## config.mk

```make
export PLATFORM = sky130hd
export DESIGN_NAME = nios2_oci_trace_capture
export DESIGN_NICKNAME = d
export VERILOG_FILES = /design/src/rtl/nios2_oci_trace_capture.sv
export SDC_FILE = /design/constraint.sdc
export NUM_CORES = 1
export LEC_CHECK = 0
export ABC_AREA = 1
export BUFFER_PORTS_ARGS = -buffer_cell sky130_fd_sc_hd__buf_2
export CAP_MARGIN = 25
export CORE_UTILIZATION = 56
export DETAILED_ROUTE_END_ITERATION = 8
export GPL_TIMING_DRIVEN = 0
export PLACE_DENSITY = 0.88
export SYNTH_ARGS = -nofsm -noshare
export SYNTH_HDL_FRONTEND = slang
export SYNTH_SLANG_ARGS = --single-unit
```

## constraint.sdc

```tcl
create_clock -name clk -period 3 [get_ports clk]
set_input_delay 0.3 -clock clk [delete_from_list [all_inputs] [get_ports clk]]
set_output_delay 0.3 -clock clk [all_outputs]
set_load 0.01 [all_outputs]
```

## src/rtl/nios2_oci_trace_capture.sv

```systemverilog
// Trace capture buffer: records debug trace words into a ring, then drains them oldest-first.
// state   | meaning
// CAPTURE | accept qualified trace words into the ring buffer
// DRAIN   | present stored entries on rd_* until the buffer is empty
// DONE    | capture stopped and buffer drained; held until reset
module nios2_oci_trace_capture #(
  parameter int DATA_W    = 30,
  parameter int CNT_W     = 4,
  parameter int DEPTH     = 16,
  parameter int WRAP_MODE = 0
) (
  input  logic                     clk,
  input  logic                     reset_n,
  input  logic [DATA_W-1:0]        dct_buffer,
  input  logic [CNT_W-1:0]         dct_count,
  input  logic                     dct_valid,
  input  logic                     test_ending,
  input  logic                     rd_ready,
  output logic                     rd_valid,
  output logic [DATA_W-1:0]        rd_data,
  output logic [CNT_W-1:0]         rd_count,
  output logic [$clog2(DEPTH):0]   fill_level,
  output logic                     overflow,
  output logic                     test_has_ended
);

  localparam int AW = $clog2(DEPTH);
  localparam int FW = AW + 1;
  localparam int EW = CNT_W + DATA_W;

  typedef enum logic [1:0] {ST_CAPTURE, ST_DRAIN, ST_DONE} state_t;

  state_t          state_q, state_d;
  logic [AW-1:0]   wr_ptr_q, wr_ptr_d;
  logic [AW-1:0]   rd_ptr_q, rd_ptr_d;
  logic [FW-1:0]   fill_q, fill_d;
  logic            overflow_q, overflow_d;
  logic            mem_we;
  logic            full;
  logic [EW-1:0]   head;
  logic [EW-1:0]   mem_q [DEPTH];

  assign full = (fill_q == FW'(DEPTH));

  always_comb begin
    state_d    = state_q;
    wr_ptr_d   = wr_ptr_q;
    rd_ptr_d   = rd_ptr_q;
    fill_d     = fill_q;
    overflow_d = overflow_q;
    mem_we     = 1'b0;
    rd_valid   = (state_q == ST_DRAIN) && (fill_q != '0);
    unique case (state_q)
      ST_CAPTURE: begin
        if (dct_valid && (dct_count != '0)) begin
          if (!full) begin
            mem_we   = 1'b1;
            wr_ptr_d = wr_ptr_q + AW'(1);
            fill_d   = fill_q + FW'(1);
          end else begin
            overflow_d = 1'b1;
            // Overwrite mode drops the oldest entry by moving both pointers together.
            if (WRAP_MODE != 0) begin
              mem_we   = 1'b1;
              wr_ptr_d = wr_ptr_q + AW'(1);
              rd_ptr_d = rd_ptr_q + AW'(1);
            end
          end
        end
        if (test_ending) state_d = ST_DRAIN;
      end
      ST_DRAIN: begin
        if (fill_q == '0) begin
          state_d = ST_DONE;
        end else if (rd_ready) begin
          rd_ptr_d = rd_ptr_q + AW'(1);
          fill_d   = fill_q - FW'(1);
        end
      end
      ST_DONE: begin
      end
      default: state_d = ST_CAPTURE;
    endcase
  end

  always_ff @(posedge clk or negedge reset_n) begin
    if (!reset_n) begin
      state_q    <= ST_CAPTURE;
      wr_ptr_q   <= '0;
      rd_ptr_q   <= '0;
      fill_q     <= '0;
      overflow_q <= 1'b0;
    end else begin
      state_q    <= state_d;
      wr_ptr_q   <= wr_ptr_d;
      rd_ptr_q   <= rd_ptr_d;
      fill_q     <= fill_d;
      overflow_q <= overflow_d;
    end
  end

  // Storage is unreset; rd_valid gating keeps stale contents off the outputs.
  always_ff @(posedge clk) begin
    if (mem_we) mem_q[wr_ptr_q] <= {dct_count, dct_buffer};
  end

  assign head           = mem_q[rd_ptr_q];
  assign rd_data        = rd_valid ? head[DATA_W-1:0] : '0;
  assign rd_count       = rd_valid ? head[EW-1:DATA_W] : '0;
  assign fill_level     = fill_q;
  assign overflow       = overflow_q;
  assign test_has_ended = (state_q == ST_DONE);

endmodule

```

# Word level (Yosys, flattened, before mapping)
# Memory sizes are Yosys's and may differ from the RTL's.
# Index checks and enable logic that the tools add are counted.
[totals]
word_cells = 49
in_bits = 39
output_inout_bits = 42
mem_bits_rw = 544
memories = 1
regBits = 16
[classes]
mux = 15
addsub = 4
bitwise_logic = 3
eq_ne = 9
reduce_logical = 12
[mem_list]
columns = ["memory", "depth", "width", "rd", "rd_clocked_by_memory_dff", "wr", "line_no", "text"]
rows = [
  ["mem_q", 16, 34, 1, 0, 1, "41", "logic [EW-1:0] mem_q [DEPTH];"],
]
[op_table]
columns = ["cell", "n"]
rows = [
  ["$mux 30", 1],
  ["$mux 5", 4],
  ["$reduce_and 3->1", 4],
  ["$ne 2x2->1 const B", 5],
  ["$pmux 5 s2", 1],
  ["$add 4x1->4 const B", 2],
  ["$pmux 2 s3", 1],
  ["$add 5x1->5 const B", 1],
  ["$eq 5x5->1 const B", 1],
  ["$logic_not 5->1", 1],
  ["$mux 1", 5],
  ["$reduce_and 5->1", 1],
  ["$reduce_bool 5->1", 1],
  ["$sub 5x1->5 const B", 1],
  ["$mux 2", 2],
  ["$mux 4", 1],
  ["$reduce_bool 4->1", 1],
  ["$not 1->1", 3],
  ["$eq 2x1->1 const B", 1],
  ["$eq 2x2->1 const B", 1],
  ["$logic_and 1x1->1", 2],
  ["$logic_not 2->1", 1],
  ["$ne 2x1->1 const B", 1],
  ["$reduce_bool 2->1", 1],
]

# Logic depth before layout (Yosys ltp)
[logic_depth]
word_depth = 6
ltp_mapped = 13
depth_no_buf = 13

# Worst setup path after synthesis
# OpenSTA, ideal clock, no wires.
[synth_timing]
path_kind = "register to register"
start = "reg fill_q[0], in the netlist fill_level[0]"
end = "mem mem_q[11][0] in the netlist's numbering, enable pin"
setup_ps = 425
path_slack_ps = 94
path_stages_with_launch = 7
synth_period_minus_slack_ps = 2906
required_time_ps = 2575
arrival_ps = 2481
n_path_buf = 0
cell_sequence = "dfrtp_1 nor2_1 nand4_1 nand3_1 nor2_1 inv_1 nor2_1"
[synth_via]
elab_chain_len = 6
[synth_lines]
columns = ["item", "line_no", "text"]
rows = [
  ["start, declared", "36", "logic [FW-1:0] fill_q, fill_d;"],
  ["start signal, assigned", "97", "fill_q <= fill_d;"],
  ["$eq 5x5->1", "43", "assign full = (fill_q == FW'(DEPTH));"],
  ["$mux 1", "56", "if (!full) begin"],
  ["$mux 1", "55", "if (dct_valid && (dct_count != '0)) begin"],
  ["$mux 1", "53", "unique case (state_q)"],
  ["$mux 1", "104", "if (mem_we) mem_q[wr_ptr_q] <= {dct_count, dct_buffer};"],
  ["$mux 1 (not written as such)", "104", ""],
  ["end, declared", "41", ""],
]
# Every way passes these cells.

# Worst setup path after layout
[layout_timing]
start = "reg rd_ptr_q[1]"
end = "out rd_count[3]"
[layout_via]
elab_chain_len = 2
[layout_lines]
columns = ["item", "line_no", "text"]
rows = [
  ["start, declared", "35", "logic [AW-1:0] rd_ptr_q, rd_ptr_d;"],
  ["start signal, assigned", "96", "rd_ptr_q <= rd_ptr_d;"],
  ["$mem_v2 16x34", "-", ""],
  ["$mux 4", "109", "assign rd_count = rd_valid ? head[EW-1:DATA_W] : '0;"],
  ["end, declared", "21", "output logic [CNT_W-1:0] rd_count,"],
]
# Every way passes these cells.

==> results.toml <==
[clock_network]
clk_pin_slew_ns = 0.06
clock_sinks = 560
cts_max_level = 2
max-clock-path-buffers = 3
cts_made_buffers = 53
clk_latency_ns = 0.62
cts.root.buffer_cell = "clkbuf_16"
cts_tree = "built"

[logic_synthesis]
synth_warnings = 0
postSynthAreaPerCell_um2 = 11.6
synth_top_area_share_pct = 70.8
synthCells = 1991
ys_seq_area_share_pct = 72.6
ys_async_sr_fraction_pct = 2.86
synth.most_common_cell = "edfxtp_1"
syn_area_um2 = 23100
netlist_top_cells_area = "edfxtp_1, nand2_1, nor2_1, nand3_1, o211ai_1"
synth_edf_count = 544
syn_nets = 2037
synth_ff_type = "edfxtp_1"
post_synth_num_cell_types = 25
yosysTopAreaCell = "edfxtp_1"
synth_common_cells = "edfxtp_1, nand2_1, nor2_1, nand3_1, inv_1"
synth-seq-cells = 560

[power]
power_frac_clock_pct = 24.1
p_leak_nw = 9.94
sequentialPowerShare_pct = 35.6
sw_frac_of_total_pct = 40.4
pwr-share-comb_pct = 40.3
max-vdd-ir-drop_uv = 731
p_switching_w = 0.0104
powerDensity_nw_per_um2 = 981
p_int_w = 0.0154

[routing]
ant_nets = 0
avgViaCountPerCell = 6.12
drt-initial-drc-count = 2259
drtPass1Iterations = 8
vias = 16600
wire_per_inst_um = 23.5
drt_wl_total_um = 63800
route.detailed.drc = 0

[setup_path]
path_max_fanout = 10
critical_path_required_ns = 2.70
critical_path.slowest_cell = "buf_2"
start_kind = "register"
crit_path_frequent_cell = "buf_2"
slowest_delay_ns = 0.41
crit_path_cell_trace = "inv_1 -> buf_2 -> buf_2 -> o211ai_1 -> nand3_1 -> a21oi_1 -> nor2_1 -> buf_2"
crit_arrival_ns = 2.66
critPathBufInv = 4
critical-path-top-delay-family = "buffers and inverters"
critPathCaptureType = "output pin"
criticalPathCategory = "reg2out"

[layout]
n_antenna_cell = 0
synthToLayoutAreaGrowth_pct = 14.1
design_area_um2 = 26300
layoutNonFillerInstCount = 2715
num-nets-final = 2192
drive_gt1_share_pct = 12.9

[grt]
grt.overflow.total = 0
grt_first_pass_wirelength_um = 95000
grt_pass1_vias = 16800
antenna_found_initial = 0
grt_max_degree = 25
grt.total_usage_pct = 30.8

[job]
cap_violations = 0

[timing]
setup_violations = 0
fin_crit_sh_pct = 98.6
setup_tns_ns = 0
finalHoldViolCount = 0
clock-skew-final_ns = 0.0262
drv_slew = 0
fin_crit_ns = 2.96
max_freq_mhz = 338
maxSlewHeadroom_pct = 41.3
worst_pin_slew_ns = 0.881

[placed_design]
place_area_um2 = 24600
post-dp-hpwl_um = 40700
dp_cells = 2612
io_buffers = 80
gp_congestion = 0.876

[die]
rows = 73
die_x_um = 205
die_area_um2 = 42000
io_pins = 81
core_um2 = 40200
die_height_um = 205
initial_core_util_pct = 57.4

[status]
status = "complete, no violations"

[hold_path]
hold_path_class = "in2reg"
-- registers in the layout, summed over array words and instances (netlist names) --
signal / count
overflow: 1
mem_q: 544
rd_ptr_q: 4
state_q: 2
fill_level: 5
wr_ptr_q: 4
-- worst paths after layout --
check	startpoint	endpoint	slack [ns]	cells after the start
min	dct_buffer[19]	mem_q[14][19]$_DFFE_PP_	0.07	1
max in group asynchronous	reset_n	rd_ptr_q[3]$_DFFE_PN0P_	2.52	2
min in group asynchronous	reset_n	state_q[0]$_DFFE_PN0P_	0.16	2
max reg2reg	fill_level[0]$_DFFE_PN0P_	mem_q[8][15]$_DFFE_PP_	0.40	7
max	rd_ptr_q[1]$_DFFE_PN0P_	rd_count[3]	0.04	8
min reg2reg	overflow$_DFFE_PN0P_	overflow$_DFFE_PN0P_	0.49	2
-- area by class of cell --
type / count / area, µm²
flip-flops and latches: 560 / 16700
fillers: 2722 / 13900
multi-input cells: 1201 / 5460
clock buffers: 76 / 1440
repair buffers: 100 / 833
well taps: 525 / 657
plain buffers: 115 / 613
inverters: 115 / 438
clock inverters: 23 / 128
-- worst register-to-register path: cells and delay by family, from the launching register on --
kind / cells / cell delay [ns]
and+or+nand+nor: 5 / 1.33
DFF: 1 / 0.47
buffers and inverters: 2 / 0.48
-- through the flow --
step | setup WS, ns | utilization, % | total power [W] | hold WS, ns
6_report | 0.0422 | 65.5 | 0.0258 | 0.0664
5_1_grt | -0.0248 | 65.5 | 0.0268 | 0.0636
4_1_cts | 0.000934 | 65.3 | 0.0254 | 0.0571
3_5_place_dp | 0.213 | 61.3 | 0.0192 | 0.261
3_3_place_gp | -1.53 | 60.0 | 0.0186 | 0.247
2_1_floorplan | 0.0939 | - | 0.0153 | 0.00441
-- cells by family (layout without fill, tap and decap cells) --
| logic type | after synthesis | after routing | synth area share (%) |
|---|---|---|---|
| simple gates | 939 | 939 | 16.1 |
| flops | 560 | 560 | 72.6 |
| compound gates | 247 | 247 | 6.32 |
| buf+inv | 230 | 429 | 4.31 |
| xor+xnor | 8 | 8 | 0.304 |
| fa+ha+maj | 7 | 7 | 0.380 |
-- metal layers --
layer | track usage (%) | vias to the layer above | routed length [µm]
li1 | - | 7169 | -
met1 | 38.9 | 7850 | 21600
met2 | 49.9 | 1354 | 30600
met3 | 6.27 | 250 | 8370
met4 | 17.4 | 0 | 3180
met5 | 0 | - | 0
-- cells in the final DEF (no fill, tap or decap), types with 6 or more instances in the layout --
master and instances:
edfxtp_1 544, nand2_1 492, nor2_1 276, nand3_1 150, buf_2 139, inv_1 111, o21ai_0 105, o211ai_1 86
clkbuf_16 53, clkbuf_1 38, a21oi_1 34, clkbuf_2 22, o21ai_1 19, nor2_4 16, dfrtp_1 16, clkinv_2 12
buf_16 10, clkinv_1 9, xor2_1 8, buf_12 7, ha_1 7, clkbuf_4 6
-- power by group through the flow --
stage / Combinational (W) / Sequential, W / Clock (W)
floorplan: 0.00600 / 0.00933 / 0
global placement: 0.00927 / 0.00935 / 0
detailed placement: 0.00988 / 0.00934 / 0
CTS: 0.0101 / 0.00918 / 0.00617
global route: 0.0112 / 0.00921 / 0.00647
finish: 0.0104 / 0.00919 / 0.00621
-- repair_timing --
action                                  in CTS  in global routing
hold buffers                                 3                  0
cloned                                       0                  0
resized for setup                           13                 39
endpoints found under the setup margin      31                 33
endpoints found under the hold margin       18                  0
setup buffers                                0                  1
Note: power is estimated with default switching activity, not from simulation.
